**src/rtl/core_pkg.sv**
```systemverilog
// Shared core definitions used by the fetch front end and by decode.
//   DWIDTH           : instruction / address width
//   PC_STEP          : byte distance between consecutive instructions
//   RESET_PC_DEFAULT : default first fetch address after reset
//   fetch_pkt_t      : {instr, pc} packet handed from fetch to decode
package core_pkg;

   localparam int unsigned DWIDTH = 32;
   localparam logic [31:0] PC_STEP = 32'd4;
   localparam logic [31:0] RESET_PC_DEFAULT = 32'h0000_0000;

   typedef struct packed {
      logic [31:0] instr;
      logic [31:0] pc;
   } fetch_pkt_t;

endpackage

```
**src/rtl/fetch_unit_if.sv**
```systemverilog
// Bus bundle between the fetch unit, the instruction memory and decode.
//   imem_enable/imem_address/imem_instruction : synchronous 1-cycle-latency memory port
//   redirect_valid/redirect_pc                : one-cycle restart request
//   inst_valid/inst_ready/inst_out/inst_pc    : valid/ready handshake to decode
// modport master : fetch unit side
// modport slave  : memory + decode side
interface fetch_unit_if #(
   parameter int unsigned DWIDTH = 32
) ();

   logic              imem_enable;
   logic [DWIDTH-1:0] imem_address;
   logic [DWIDTH-1:0] imem_instruction;
   logic              redirect_valid;
   logic [DWIDTH-1:0] redirect_pc;
   logic              inst_valid;
   logic              inst_ready;
   logic [DWIDTH-1:0] inst_out;
   logic [DWIDTH-1:0] inst_pc;

   modport master (
      output imem_enable,
      output imem_address,
      input  imem_instruction,
      input  redirect_valid,
      input  redirect_pc,
      output inst_valid,
      input  inst_ready,
      output inst_out,
      output inst_pc
   );

   modport slave (
      input  imem_enable,
      input  imem_address,
      output imem_instruction,
      output redirect_valid,
      output redirect_pc,
      input  inst_valid,
      output inst_ready,
      input  inst_out,
      input  inst_pc
   );

endinterface

```
**src/rtl/fetch_buffer.sv**
```systemverilog
// Small synchronous FIFO of fetch packets.
//   clk, reset : clock, asynchronous active-high reset
//   i_push     : write i_push_pkt at the clock edge
//   i_pop      : drop the head at the clock edge (caller only pops when non-empty)
//   i_flush    : empty the FIFO; overrides push and pop
//   o_head     : head packet, all zeros when empty
//   o_count    : number of stored entries
module fetch_buffer
   import core_pkg::*;
#(
   parameter int unsigned BUF_DEPTH = 2,
   localparam int unsigned PTR_W = $clog2(BUF_DEPTH),
   localparam int unsigned CNT_W = PTR_W + 1
) (
   input  logic             clk,
   input  logic             reset,
   input  logic             i_push,
   input  fetch_pkt_t       i_push_pkt,
   input  logic             i_pop,
   input  logic             i_flush,
   output fetch_pkt_t       o_head,
   output logic [CNT_W-1:0] o_count
);

   fetch_pkt_t       r_mem [BUF_DEPTH];
   logic [PTR_W-1:0] r_wr_ptr;
   logic [PTR_W-1:0] r_rd_ptr;
   logic [CNT_W-1:0] r_count;

   // Depth is a power of two, so the pointers wrap naturally.
   always_ff @(posedge clk or posedge reset) begin
      if (reset) begin
         r_wr_ptr <= '0;
         r_rd_ptr <= '0;
         r_count  <= '0;
      end else if (i_flush) begin
         r_wr_ptr <= '0;
         r_rd_ptr <= '0;
         r_count  <= '0;
      end else begin
         if (i_push) r_wr_ptr <= r_wr_ptr + PTR_W'(1);
         if (i_pop)  r_rd_ptr <= r_rd_ptr + PTR_W'(1);
         unique case ({i_push, i_pop})
            2'b10:   r_count <= r_count + CNT_W'(1);
            2'b01:   r_count <= r_count - CNT_W'(1);
            default: r_count <= r_count;
         endcase
      end
   end

   always_ff @(posedge clk) begin
      if (i_push && !i_flush) r_mem[r_wr_ptr] <= i_push_pkt;
   end

   assign o_head  = (r_count != '0) ? r_mem[r_rd_ptr] : '0;
   assign o_count = r_count;

endmodule

```
**src/rtl/fetch_unit.sv**
```systemverilog
// Instruction-fetch front end: owns the PC, issues reads to a 1-cycle synchronous
// instruction memory, queues returned {instr, pc} in fetch_buffer and presents the
// head to decode. A redirect flushes the buffer and drops the fetch in flight.
//   clk, reset : clock, asynchronous active-high reset
//   bus        : fetch_unit_if.master (memory port, redirect, decode handshake)
module fetch_unit #(
   parameter int unsigned DWIDTH    = core_pkg::DWIDTH,
   parameter int unsigned BUF_DEPTH = 2,
   parameter logic [31:0] RESET_PC  = core_pkg::RESET_PC_DEFAULT
) (
   input  logic         clk,
   input  logic         reset,
   fetch_unit_if.master bus
);
   import core_pkg::*;

   localparam int unsigned CNT_W = $clog2(BUF_DEPTH) + 1;

   logic [DWIDTH-1:0] r_fetch_pc;
   logic [DWIDTH-1:0] r_inflight_pc;
   logic              r_inflight;

   fetch_pkt_t        w_head;
   fetch_pkt_t        w_push_pkt;
   logic [CNT_W-1:0]  w_count;
   logic [CNT_W:0]    w_occupancy;
   logic              w_pop;
   logic              w_issue;
   logic              w_push;

   assign w_pop = bus.inst_valid && bus.inst_ready;

   // Credits: buffered entries plus the word still in flight never exceed the depth,
   // except that a pop this cycle frees a slot for the word issued now.
   assign w_occupancy = {1'b0, w_count} + {{CNT_W{1'b0}}, r_inflight};
   assign w_issue = !reset && !bus.redirect_valid &&
                    ((w_occupancy < (CNT_W + 1)'(BUF_DEPTH)) || w_pop);

   // The returning word is wrong-path if a redirect arrives in its capture cycle.
   assign w_push     = r_inflight && !bus.redirect_valid;
   assign w_push_pkt = '{instr: bus.imem_instruction, pc: r_inflight_pc};

   always_ff @(posedge clk or posedge reset) begin
      if (reset) begin
         r_fetch_pc    <= RESET_PC;
         r_inflight    <= 1'b0;
         r_inflight_pc <= '0;
      end else begin
         r_inflight <= w_issue;
         if (bus.redirect_valid) begin
            r_fetch_pc <= {bus.redirect_pc[DWIDTH-1:2], 2'b00};
         end else if (w_issue) begin
            r_fetch_pc    <= r_fetch_pc + PC_STEP;
            r_inflight_pc <= r_fetch_pc;
         end
      end
   end

   fetch_buffer #(
      .BUF_DEPTH (BUF_DEPTH)
   ) u_fetch_buffer (
      .clk        (clk),
      .reset      (reset),
      .i_push     (w_push),
      .i_push_pkt (w_push_pkt),
      .i_pop      (w_pop),
      .i_flush    (bus.redirect_valid),
      .o_head     (w_head),
      .o_count    (w_count)
   );

   assign bus.imem_enable  = w_issue;
   assign bus.imem_address = r_fetch_pc;
   assign bus.inst_valid   = (w_count != '0);
   assign bus.inst_out     = w_head.instr;
   assign bus.inst_pc      = w_head.pc;

endmodule

```
**src/flat_wrapper.sv**
```systemverilog
// flat-port wrapper written by rule: the top's interface ports become plain ports
module fetch_unit_flat import core_pkg::*;
#(
   parameter int unsigned DWIDTH    = core_pkg::DWIDTH,
   parameter int unsigned BUF_DEPTH = 2,
   parameter logic [31:0] RESET_PC  = core_pkg::RESET_PC_DEFAULT
)
  (clk, reset, bus_imem_enable, bus_imem_address, bus_imem_instruction, bus_redirect_valid, bus_redirect_pc, bus_inst_valid, bus_inst_ready, bus_inst_out, bus_inst_pc);
  fetch_unit_if #(.DWIDTH(DWIDTH)) bus_i ();
  input  logic clk;
  input  logic reset;
  output wire logic [$bits(bus_i.imem_enable)-1:0] bus_imem_enable;
  output wire logic [$bits(bus_i.imem_address)-1:0] bus_imem_address;
  input wire logic [$bits(bus_i.imem_instruction)-1:0] bus_imem_instruction;
  input wire logic [$bits(bus_i.redirect_valid)-1:0] bus_redirect_valid;
  input wire logic [$bits(bus_i.redirect_pc)-1:0] bus_redirect_pc;
  output wire logic [$bits(bus_i.inst_valid)-1:0] bus_inst_valid;
  input wire logic [$bits(bus_i.inst_ready)-1:0] bus_inst_ready;
  output wire logic [$bits(bus_i.inst_out)-1:0] bus_inst_out;
  output wire logic [$bits(bus_i.inst_pc)-1:0] bus_inst_pc;
  assign bus_imem_enable = bus_i.imem_enable;
  assign bus_imem_address = bus_i.imem_address;
  assign bus_i.imem_instruction = bus_imem_instruction;
  assign bus_i.redirect_valid = bus_redirect_valid;
  assign bus_i.redirect_pc = bus_redirect_pc;
  assign bus_inst_valid = bus_i.inst_valid;
  assign bus_i.inst_ready = bus_inst_ready;
  assign bus_inst_out = bus_i.inst_out;
  assign bus_inst_pc = bus_i.inst_pc;
  fetch_unit #(.DWIDTH(DWIDTH), .BUF_DEPTH(BUF_DEPTH), .RESET_PC(RESET_PC)) u_core (.clk(clk), .reset(reset), .bus(bus_i));
endmodule
```
**config.mk**
```make
export PLATFORM = sky130hd
export DESIGN_NAME = fetch_unit_flat
export DESIGN_NICKNAME = d
export VERILOG_FILES = /design/src/rtl/core_pkg.sv /design/src/rtl/fetch_unit_if.sv /design/src/rtl/fetch_buffer.sv /design/src/rtl/fetch_unit.sv /design/src/flat_wrapper.sv
export SDC_FILE = /design/constraint.sdc
export NUM_CORES = 1
export LEC_CHECK = 0
export CAP_MARGIN = 5
export CORE_ASPECT_RATIO = 1.4
export CORE_MARGIN = 3
export CORE_UTILIZATION = 45
export DETAILED_ROUTE_END_ITERATION = 8
export HOLD_SLACK_MARGIN = 0.03
export PLACE_DENSITY_LB_ADDON = 0.12
export SETUP_SLACK_MARGIN = 0.5
export SYNTH_ARGS = -nofsm -noshare
export SYNTH_HDL_FRONTEND = slang
export SYNTH_SLANG_ARGS = --single-unit
```
**constraint.sdc**
```tcl
create_clock -name clk -period 5.85 [get_ports clk]
set_input_delay 0.585 -clock clk [delete_from_list [all_inputs] [get_ports clk]]
set_output_delay 0.585 -clock clk [all_outputs]
set_load 0.05 [all_outputs]
```
### Word-level counts from Yosys, hierarchy flattened

Memories as Yosys holds them, arrays and structs flattened.
Cells that the tools add are included.

| cells by class | value |
|---|---|
| $add $sub $neg | 6 |
| magnitude comparators | 1 |
| eq/ne operators | 2 |
| mux-type cells | 11 |
| bitwise gates (word level) | 1 |
| reduce and logical (&&, ||, !) cells | 14 |

Operators with widths:

| kind | count |
|---|---|
| 32-bit 2-to-1 mux | 2 |
| 64-bit 2-to-1 mux | 1 |
| 32-bit by 3-bit adder with 32-bit output (second input constant) | 1 |
| 2-bit nonzero test | 4 |
| 1-bit 2-to-1 mux | 6 |
| 1-bit logical AND | 5 |
| 2-bit case mux with 2 select lines | 1 |
| 2-bit by 1-bit adder with 3-bit output | 1 |
| 3-bit by 2-bit less-than comparator with 1-bit output (second input constant) | 1 |
| 3-bit nonzero test | 1 |
| 1-bit adder (second input constant) | 2 |
| 2-bit by 1-bit adder with 2-bit output (second input constant) | 1 |
| 2-bit by 1-bit equality test with 1-bit output (second input constant) | 1 |
| 2-bit equality test (second input constant) | 1 |
| 1-bit logical NOT | 2 |
| 2-bit 2-to-1 mux | 1 |
| 2-bit AND reduction | 1 |
| 2-bit by 1-bit subtractor with 2-bit output (second input constant) | 1 |
| 1-bit logical OR | 1 |
| 1-bit NOT | 1 |

| word-level totals | value |
|---|---|
| flip-flop bits (word level) | 69 |
| memory bits (writable) | 128 |
| bits of input ports | 68 |
| output and inout port bits | 98 |
| word-level logic and storage cells | 42 |
| memories kept | 1 |

Memories:

| memory | words | width | rd ports | clocked after Yosys merged registers in | write ports | line | RTL |
|---|---|---|---|---|---|---|---|
| u_core.u_fetch_buffer.r_mem | 2 | 64 | 1 | 0 | 1 | fetch_buffer.sv:25 | `fetch_pkt_t r_mem [BUF_DEPTH];` |

### Logic depth before layout (Yosys ltp)

| depth | value |
|---|---|
| depth in word-level cells | 6 |
| depth in mapped cells | 7 |
| mapped depth without buffers | 5 |

### Hierarchy

Synthesis repeated with hierarchy kept, for this count alone.

| unflattened totals | value |
|---|---|
| cell total of the unflattened synthesis | 660 |
| area total of the unflattened synthesis | 8282.9 um^2 |

Modules (own cells, without submodules):

| module | instances | cells each | area each (um^2) | sequential area each (um^2) |
|---|---|---|---|---|
| fetch_buffer | 1 | 290 | 5099.9 | 3943.8 |
| fetch_unit | 1 | 370 | 3183.1 | 1526.5 |

### Least setup slack after synthesis

No wires, ideal clock.

| timing path | value |
|---|---|
| path kind | input to register |
| start | input bus_redirect_valid |
| end | memory u_core.u_fetch_buffer.r_mem[0][10] (netlist name) (enable) |
| library setup time | 0.571 ns |
| data arrival time | 5.539 ns |
| required time | 5.279 ns |
| setup slack | -0.260 ns |
| stages on the path | 3 |
| path buffers | 2 |
| path through | clkbuf_1 -> buf_1 -> nor3b_1 |

| between the ends | value |
|---|---|
| word-level cells in the longest chain between the ends | 5 |

RTL lines:

| element | line | RTL |
|---|---|---|
| start: declaration | flat_wrapper.sv:15 | `input wire logic [$bits(bus_i.redirect_valid)-1:0] bus_redirect_valid;` |
| 1-bit logical NOT (*) | fetch_buffer.sv:52, fetch_unit.sv:40 |  |
| 1-bit logical AND | fetch_unit.sv:40 | `assign w_push = r_inflight && !bus.redirect_valid;` |
| 1-bit logical AND (*) | fetch_buffer.sv:52 | `if (i_push && !i_flush) r_mem[r_wr_ptr] <= i_push_pkt;` |
| 1-bit 2-to-1 mux (*) | fetch_buffer.sv:52 |  |
| 1-bit 2-to-1 mux (implied by the code) (*) | fetch_buffer.sv:52 |  |
| end: declaration | fetch_buffer.sv:25 |  |

Every way passes the cells marked *; elsewhere a longest branch is shown, timed or not.

### Final worst setup path

| timing path | value |
|---|---|
| start | register u_core.u_fetch_buffer.r_rd_ptr |
| end | output bus_inst_pc[15] |

| between the ends | value |
|---|---|
| word-level cells in the longest chain between the ends | 2 |

RTL lines:

| element | line | RTL |
|---|---|---|
| start: declaration | fetch_buffer.sv:27 | `logic [PTR_W-1:0] r_rd_ptr;` |
| start signal: assignment | fetch_buffer.sv:42 | `if (i_pop) r_rd_ptr <= r_rd_ptr + PTR_W'(1);` |
| memory read 2 x 64 bit | -- |  |
| 64-bit 2-to-1 mux | fetch_buffer.sv:55 | `assign o_head = (r_count != '0) ? r_mem[r_rd_ptr] : '0;` |
| end: declaration | flat_wrapper.sv:20 | `output wire logic [$bits(bus_i.inst_pc)-1:0] bus_inst_pc;` |

Every way passes these cells.

==> impl_metrics.yaml <==
status:
  status: "finished, final reports clean"
worst_setup_path:
  crit_arrival_ns: 2.87
  crit_path_start_kind: "register"
  cp_max_fo: 63
  cp-end-kind: "output port"
  crit_type: "reg -> out"
  required_ns: 5.27
placement:
  place_congestion: 0.813
  port_buffers: 159
  placed_cells: 920
  pre_cts_ws_ns: 2.69
  placed_area_um2: 9670
  place_hpwl_um: 10800
sta:
  fin_crit_ns: 3.45
  worst_slack_ns: 2.40
  max-slew-margin-rel_pct: 22.7
  rsz0062_at_grt: "no"
  hold_ws_ns: 0.468
  post-route-period-util_pct: 59.1
  setup_violations: 0
  final.setup.tns_ns: 0
  max_freq_mhz: 289
  finalClockSkew_ns: 0.00794
  hold_viol_final: 0
  tightest_slew_ns: 1.16
  drv_slew: 0
clock_network:
  clkSinkCount: 189
  cts.clk_slew.worst_paths_ns: 0.06
  cts_tree: "done"
  post_cts_buffers: 0
  cts-resized-gates: 0
  clock_latency_ns: 0.42
  cts_hold_buf: 0
  htreeDepth: 4
  root_buffer: "clkbuf_16"
  cts_buffers: 17
  clockBufferDepth: 2
synthesis:
  synth_compound_area_share_pct: 3.00
  synth.most_common_cell: "edfxtp_1"
  yosys.area_share.simple_pct: 10.4
  ys_ff_latch: 189
  synth_xor_area_share_pct: 3.44
  seq_area_frac_synth_pct: 67.9
  synth_top_family_by_area: "multiplexers"
  synth_mux_area_share_pct: 12.5
  synth_edf_count: 124
  synth_top_cell_by_area: "edfxtp_1"
  yosys-top-cells-count: "edfxtp_1, nor2_1, dfrtp_1, mux2i_1, nand2_1"
  synth.top_cells.by_area: "edfxtp_1, dfrtp_1, mux2i_1"
  synth_top_area_share_pct: 47.2
  synth_cell_types: 44
  synth_flop_cell: "edfxtp_1"
  syn_avg_cell_area_um2: 14.2
  synthArstFlopShare_pct: 34.4
  yosys_warnings: 0
  synth_fa_ha_area_share_pct: 0.159
  netlist_instances: 554
  synth_area_um2: 7890
min_path:
  hold_class: "reg -> reg"
die:
  core_region_area_um2: 17000
  fp.dieW_um: 118
  die_area_um2: 19200
  rows: 56
  die_h_um: 163
  pin_count: 166
  start_util_pct: 46.5
drt:
  routed_wl_um: 16500
  drtAntennaViolNets: 0
  avgRoutedWirePerCell_um: 17.4
  drc: 0
  drtIter0Drc: 255
  dr.pass1.iters: 5
  vias: 4821
  viasPerCell: 5.06
layout:
  diodes: 0
  design_area_um2: 10300
  fin_nets: 776
  syn_to_final_growth_pct: 30.2
  post-route-util_pct: 60.6
  num-fill-cells: 1385
  layout-drive-gt1-share_pct: 11.7
  fin_cells: 952
grt:
  grt_pass1_wl_um: 26900
  grtUsageTotal_pct: 17.8
  overflow: 0
  grt_pass1_vias: 5160
  grt_max_degree: 69
  antenna_found_initial: 0
power:
  powerDensity_nw_per_um2: 316
  peakVddDrop_uv: 203
  p_total_mw: 3.25
  cellLeakagePower_nw: 3.55
run:
  cap_violations: 0
final cells by class:
cell class	count	area, um2	area share, %
well taps	232	290	2.83
multi-input cells	329	2380	23.1
inverters	6	22.5	0.219
flip-flops and latches	189	5350	52.1
clock inverters	10	97.6	0.950
repair buffers	164	1620	15.8
clock buffers	22	505	4.92
per-layer routing:
metal	up-vias	share of wire [%]	global-route usage, %
met5	-	0	0
met4	0	1.0	5.44
met3	13	4.2	4.13
met2	144	54	31.9
met1	2375	41	21.5
li1	2289	-	-
report_power, final:
| part | internal (mW) | total (mW) | leakage, nW | switching (mW) |
|---|---|---|---|---|
| logic | 0.192 | 0.469 | 1.33 | 0.277 |
| registers | 1.54 | 1.63 | 1.92 | 0.0905 |
| clock network | 0.663 | 1.15 | 0.299 | 0.488 |
| total | 2.39 | 3.25 | 3.55 | 0.855 |
sequential cells by signal (all words and copies together), names as in the netlist:
register,cells
u_core.u_fetch_buffer.r_mem,124
u_core.bus.imem_address,30
u_core.u_fetch_buffer.r_wr_ptr,1
u_core.r_inflight,1
u_core.r_inflight_pc,30
u_core.u_fetch_buffer.r_rd_ptr,1
u_core.u_fetch_buffer.o_count,2
logic make-up after synthesis:
group / count (synthesis)
mux: 95
simple gates: 162
flops: 189
other cells: 1
buf+inv: 39
compound gates: 36
xor+xnor: 31
fa+ha+maj: 1
worst max-delay path, stage by stage, from the launching register on:
cell             delay (ns)
dfrtp_4                1.18
mux2i_1                0.17
nor2_1                 0.20
clkdlybuf4s50_1        0.84
cells in the final DEF (no fill, tap or decap), drive strengths merged, types with 2 or more instances in the layout:
| cell type | count |
|---|---|
| nor3 | 8 |
| nor2 | 74 |
| and4 | 6 |
| a21oi | 2 |
| dfrtp | 65 |
| conb | 4 |
| edfxtp | 124 |
| clkdlybuf4s50 | 158 |
| nand3 | 10 |
| inv | 10 |
| nand4 | 2 |
| clkinv | 4 |
| nand2 | 40 |
| mux2i | 65 |
| mux2 | 30 |
| clkbuf | 22 |
| buf | 6 |
| nor4 | 12 |
| xnor2 | 30 |
| nor4b | 2 |
| and3 | 2 |
| o21ai | 30 |
path summary, 6_finish.rpt:
kind,from,endpoint,slack [ns],cells after the start
setup / recovery,u_core.u_fetch_buffer.r_rd_ptr$_DFFE_PP0P_,bus_inst_pc[15],2.40,3
hold / removal,u_core.r_inflight_pc[10]$_DFFE_PP0P_,u_core.u_fetch_buffer.r_mem[0][10]$_DFFE_PP_,0.47,0
setup reg to reg,u_core.r_inflight$_DFF_PP0_,u_core.r_inflight_pc[24]$_DFFE_PP0P_,3.76,5
hold reg to reg,u_core.r_inflight_pc[10]$_DFFE_PP0P_,u_core.u_fetch_buffer.r_mem[0][10]$_DFFE_PP_,0.47,0
max in group asynchronous,reset,u_core.bus.imem_address[16]$_DFFE_PP0P_,4.24,3
min in group asynchronous,reset,u_core.r_inflight_pc[31]$_DFFE_PP0P_,0.60,2
Power figures use the tool's default switching activity.
